===== src/rtl/mdu_pkg.sv =====
// mdu_pkg: shared encodings for the multiply/divide unit.
// Op codes, FSM states and default sizing.
package mdu_pkg;

   localparam int MDU_WIDTH = 32;
   localparam int MDU_CNT_W = $clog2(MDU_WIDTH);

   typedef enum logic [1:0] {
      OP_MULU = 2'b00,
      OP_MUL  = 2'b01,
      OP_DIVU = 2'b10,
      OP_DIV  = 2'b11
   } op_e;

   typedef enum logic [1:0] {
      S_IDLE = 2'b00,
      S_RUN  = 2'b01,
      S_FIX  = 2'b10
   } state_e;

endpackage


===== src/rtl/mdu_abs_neg.sv =====
// mdu_abs_neg: conditional two's-complement negate.
// Used for operand magnitudes and result sign fix-up.
module mdu_abs_neg #(
   parameter int W = 32
) (
   input  logic         neg,
   input  logic [W-1:0] x,
   output logic [W-1:0] y
);

   assign y = neg ? (~x + W'(1)) : x;

endmodule


===== src/rtl/mul_div_unit.sv =====
// mul_div_unit: iterative radix-2 multiply / restoring divide.
// One bit per cycle, Start/Busy/Done handshake, Hi/Lo result.
module mul_div_unit
   import mdu_pkg::*;
#(
   parameter int WIDTH = MDU_WIDTH
) (
   input  logic             Clk,
   input  logic             Rst,
   input  logic             Start,
   input  logic [1:0]       Op,
   input  logic [WIDTH-1:0] A,
   input  logic [WIDTH-1:0] B,
   output logic             Busy,
   output logic             Done,
   output logic [WIDTH-1:0] Hi,
   output logic [WIDTH-1:0] Lo,
   output logic             DivByZero
);

   localparam int CW = $clog2(WIDTH);

   state_e           state;
   state_e           state_n;
   logic [CW-1:0]    cnt;
   op_e              op_q;
   logic             sa;
   logic             sb;
   logic [WIDTH-1:0] m;
   logic [WIDTH-1:0] p_hi;
   logic [WIDTH-1:0] p_lo;

   op_e              op_in;
   logic             in_sgn;
   logic             in_div;
   logic             a_neg;
   logic             b_neg;
   logic [WIDTH-1:0] a_mag;
   logic [WIDTH-1:0] b_mag;

   logic             is_div;
   logic [WIDTH:0]   mul_sum;
   logic [WIDTH:0]   div_sh;
   logic             div_ok;
   logic [WIDTH-1:0] div_rem;

   logic [2*WIDTH-1:0] prod_fix;
   logic [WIDTH-1:0]   quo_fix;
   logic [WIDTH-1:0]   rem_fix;
   logic               div_zero;

   assign op_in  = op_e'(Op);
   assign in_sgn = (op_in == OP_MUL) || (op_in == OP_DIV);
   assign in_div = (op_in == OP_DIVU) || (op_in == OP_DIV);
   assign a_neg  = in_sgn & A[WIDTH-1];
   assign b_neg  = in_sgn & B[WIDTH-1];

   mdu_abs_neg #(.W(WIDTH)) u_abs_a (
      .neg (a_neg),
      .x   (A),
      .y   (a_mag)
   );

   mdu_abs_neg #(.W(WIDTH)) u_abs_b (
      .neg (b_neg),
      .x   (B),
      .y   (b_mag)
   );

   assign is_div = (op_q == OP_DIVU) || (op_q == OP_DIV);

   // Shift-add: add multiplicand to upper half when the
   // multiplier LSB (held in p_lo) is set, then shift right.
   assign mul_sum = {1'b0, p_hi} + (p_lo[0] ? {1'b0, m} : '0);

   // Restoring step: shift remainder left, trial-subtract.
   // Low bits of the difference are exact when it is >= 0.
   assign div_sh  = {p_hi, p_lo[WIDTH-1]};
   assign div_ok  = (div_sh >= {1'b0, m});
   assign div_rem = div_sh[WIDTH-1:0] - m;

   mdu_abs_neg #(.W(2*WIDTH)) u_fix_prod (
      .neg (sa ^ sb),
      .x   ({p_hi, p_lo}),
      .y   (prod_fix)
   );

   mdu_abs_neg #(.W(WIDTH)) u_fix_quo (
      .neg (sa ^ sb),
      .x   (p_lo),
      .y   (quo_fix)
   );

   mdu_abs_neg #(.W(WIDTH)) u_fix_rem (
      .neg (sa),
      .x   (p_hi),
      .y   (rem_fix)
   );

   assign div_zero = (m == '0);
   assign Busy     = (state != S_IDLE);

   // FSM state register.
   always_ff @(posedge Clk) begin
      if (Rst) state <= S_IDLE;
      else     state <= state_n;
   end

   // Next-state: IDLE -> RUN on Start, WIDTH iterations, FIX.
   always_comb begin
      state_n = state;
      unique case (state)
         S_IDLE:  if (Start) state_n = S_RUN;
         S_RUN:   if (cnt == CW'(WIDTH-1)) state_n = S_FIX;
         S_FIX:   state_n = S_IDLE;
         default: state_n = S_IDLE;
      endcase
   end

   // Datapath: operand latch, per-cycle iteration, result fix-up.
   always_ff @(posedge Clk) begin
      if (Rst) begin
         cnt       <= '0;
         op_q      <= OP_MULU;
         sa        <= 1'b0;
         sb        <= 1'b0;
         m         <= '0;
         p_hi      <= '0;
         p_lo      <= '0;
         Hi        <= '0;
         Lo        <= '0;
         Done      <= 1'b0;
         DivByZero <= 1'b0;
      end else begin
         Done <= 1'b0;
         unique case (state)
            S_IDLE: begin
               if (Start) begin
                  op_q      <= op_in;
                  sa        <= a_neg;
                  sb        <= b_neg;
                  m         <= in_div ? b_mag : a_mag;
                  p_lo      <= in_div ? a_mag : b_mag;
                  p_hi      <= '0;
                  cnt       <= '0;
                  DivByZero <= 1'b0;
               end
            end
            S_RUN: begin
               cnt <= cnt + CW'(1);
               if (is_div) begin
                  p_hi <= div_ok ? div_rem : div_sh[WIDTH-1:0];
                  p_lo <= {p_lo[WIDTH-2:0], div_ok};
               end else begin
                  p_hi <= mul_sum[WIDTH:1];
                  p_lo <= {mul_sum[0], p_lo[WIDTH-1:1]};
               end
            end
            S_FIX: begin
               Done <= 1'b1;
               if (is_div) begin
                  Hi        <= rem_fix;
                  Lo        <= div_zero ? '1 : quo_fix;
                  DivByZero <= div_zero;
               end else begin
                  Hi <= prod_fix[2*WIDTH-1:WIDTH];
                  Lo <= prod_fix[WIDTH-1:0];
               end
            end
            default: ;
         endcase
      end
   end

endmodule


===== config.mk =====
export PLATFORM = sky130hd
export DESIGN_NAME = mul_div_unit
export DESIGN_NICKNAME = d
export VERILOG_FILES = /design/src/rtl/mdu_pkg.sv /design/src/rtl/mdu_abs_neg.sv /design/src/rtl/mul_div_unit.sv
export SDC_FILE = /design/constraint.sdc
export NUM_CORES = 1
export LEC_CHECK = 0
export ABC_AREA = 1
export BUFFER_PORTS_ARGS = -buffer_cell sky130_fd_sc_hd__buf_2
export CORE_UTILIZATION = 25
export DETAILED_ROUTE_END_ITERATION = 8
export PLACE_DENSITY = 0.37
export SLEW_MARGIN = 20
export SYNTH_ARGS = -nofsm -noshare
export SYNTH_HDL_FRONTEND = slang
export SYNTH_SLANG_ARGS = --single-unit

===== constraint.sdc =====
create_clock -name Clk -period 2.95 [get_ports Clk]
set_clock_uncertainty 0.15 [all_clocks]
set_input_delay 0.295 -clock Clk [delete_from_list [all_inputs] [get_ports Clk]]
set_output_delay 0.295 -clock Clk [all_outputs]
set_load 0.01 [all_outputs]

==> metrics.txt <==
status=complete, no violations; root buf cell=clkbuf_16; CTS H-Tree Depth=4; Hold Crit Depth=3; fin cells=~4300; drt drc=0; Power per Cell Area=between 400 and 500 nW/um^2; syn_nets=between 3000 and 4000; TritonRoute pass-1 iters=6; clock buffer depth=2; Fill cells=around 8000; number of global-route vias before repair=20300; Site Rows=96; Async S/R FF share, synth=0%; Cells after DPL=4257; first-pass GRT wire length=approximately 130 mm; global-route usage over all layers=25.2%; top cells by area, synth=dfxtp_1 (20%), nand2_1 (19%), inv_1 (10%); Port-buffer cells=roughly 140; main flop type after synthesis=dfxtp_1; die height=between 200 and 300 um; crit end category=register; Arr. time, crit path=3.05 ns; Setup CP Type=register to register; design area=around 21000 um^2; CTS tree=yes; Sink Count=between 150 and 200; Worst Path Required=between 3 and 4 ns; warnings from Yosys=0; Nets=3489; normalized max-slew margin=between 30 and 40%; Setup-failing EPs final=0; Initial Util=25.3%; Overflow after GRT=0; Syn Area/Cell=around 5.6 um^2; Num CTS Buffers=17; worst skew pair latency=roughly 0.5 ns; unrepaired setup endpoints after global routing=no; synth-to-layout area growth=21.3%; drt wl/cell=20.9 um; share of layout cells above drive strength 1=13.4%; setup tns final=0 ns; Unique masters post-synth=48; die extent in x=around 270 um; Slew Viols, Final=0; vias after detailed routing=21100; period utilization=a little over nine tenths; register bit total from synthesis=172; Pleak=about 11 nW; Post-Syn Area=17400 um^2; Placed Area=a little over 20000 um^2; Slew @ Worst Pin=about 0.95 ns; core footprint=roughly 69000 um^2; Fin. Hold Viols=0; Mapped Cells=3098; Final Power=9.28 mW; commonest cells in the netlist=nand2_1 (881), inv_1 (463), nor2_1 (309); Post-synth EDFFs=0; pin count of the biggest net entering global routing=between 70 and 80; post-synth top area share=roughly a fifth; routability congestion estimate=roughly 1; VDD IR max=between 0.4 and 0.5 mV; Post-DRT Antenna Nets=0; crit path time final=2.84 ns; sequential fraction of the synthesis area=between 10% and 20%; Clock Pin Slew Worst Setup and Hold Paths=approximately 0.09 ns; Worst Setup Start Kind=register; I/O Pins=about 140; Vias/cell=between 4 and 5; Max Fclk=between 0.3 and 0.4 GHz; count leader, synth=nand2_1; DP Wirelength=74.4 mm; Register-to-Register Path Depth=13; crit path max fanout=16; MaxCap Viol Count=0; hold crit path type=primary input to register; initial antenna violation count=2; die area=slightly above 70000 um^2; Fin Hold WS=0.0738 ns; leading area contributor after synthesis=dfxtp_1; iteration-0 DRC count of the detailed router=between 1500 and 2000; drt total wl=roughly 90 mm
==> final cells by class <==
class	instances	area, um^2	area share, %
diodes	1	2.50	0.0119
clock buffers	19	443	2.10
clock inverters	13	128	0.605
inverters	472	1770	8.40
multi-input cells	2341	11800	55.8
flip-flops and latches	172	3450	16.4
well taps	931	1160	5.52
repair buffers	344	2350	11.2
==> layer usage <==
layer | global-route usage, % | vias to the layer above | share of wire (%)
li1 | - | 10500 | -
met1 | 35.3 | 10000 | 48
met2 | 40.1 | 559 | 44
met3 | 2.95 | 94 | 4.5
met4 | 7.83 | 0 | 2.8
met5 | 0 | - | 0
==> kinds of logic (layout without fill, tap and decap cells) <==
| logic type | after synthesis | after routing | synth area share [%] |
|---|---|---|---|
| DFF | 172 | 172 | 19.8 |
| AOI/OAI and AO/OA | 547 | 547 | 17.1 |
| adders and majority gates | 72 | 72 | 5.27 |
| buffers and inverters | 585 | 848 | 12.9 |
| and+or+nand+nor | 1610 | 1610 | 39.3 |
| other | 0 | 1 | 0 |
| xor gates and xnor gates | 112 | 112 | 5.64 |
==> registers in the layout, indices dropped and copies added, names as in the netlist <==
| name | count |
|---|---|
| Done | 1 |
| op_q | 1 |
| p_lo | 32 |
| DivByZero | 1 |
| sa | 1 |
| m | 32 |
| Lo | 32 |
| cnt | 5 |
| p_hi | 32 |
| sb | 1 |
| state | 2 |
| Hi | 32 |
==> what timing repair did <==
item	4_1_cts	5_1_grt
hold endpoints to repair	1	0
buffers inserted	0	1
gates resized for setup	0	23
hold buffers	1	0
setup endpoints to repair	0	14
==> where the power goes <==
part           internal (mW)  switching, mW  leakage (nW)
Sequential              2.43          0.144          1.40
Clock                   1.14           1.24         0.276
Combinational           1.45           2.88          9.12
Total                   5.02           4.27          10.8
==> worst max-delay path, stage by stage (launching register included) <==
cell and delay (ns):
dfxtp_4 0.44, buf_12 0.18, nand2_1 0.07, inv_1 0.13
ha_2 0.34, a21oi_1 0.21, o21ai_0 0.11, buf_4 0.14
nand2_1 0.07, nand3_1 0.20, xor2_1 0.21, o21ai_0 0.23
nand3b_1 0.15, a21oi_1 0.06
==> path summary, 6_finish.rpt <==
kind                            startpoint  endpoint  slack [ns]
worst max register to register     p_lo[0]   p_hi[9]        0.11
worst min register to register      cnt[3]    cnt[3]        0.32
worst min-delay path                  B[0]      m[0]        0.07
worst max-delay path               p_lo[0]   p_hi[9]        0.11
==> stage by stage <==
step                utilization [%]  worst slack (ns)
CTS                            30.6           0.00166
global route                   30.7           0.00905
global placement               29.7           -0.0546
detailed placement             29.7            0.0309
finish                         30.7             0.113
floorplan                         -             0.163
==> placed cells by master (no fill, tap or decap), types with 8 or more instances in the layout <==
master,instances
nand4_1,45
o221ai_1,11
clkbuf_16,18
dfxtp_1,170
o211ai_1,34
inv_2,8
ha_1,69
nor3_1,31
o21bai_1,8
xnor2_1,28
a21oi_1,219
buf_2,135
a31oi_1,17
nor4_1,10
buf_4,200
nand3b_1,25
o21ai_0,222
nor2_1,301
nand2_2,8
inv_1,460
nor2_2,18
nand2_1,878
nand3_1,263
xor2_1,84
Power figures use the tool's default switching activity.
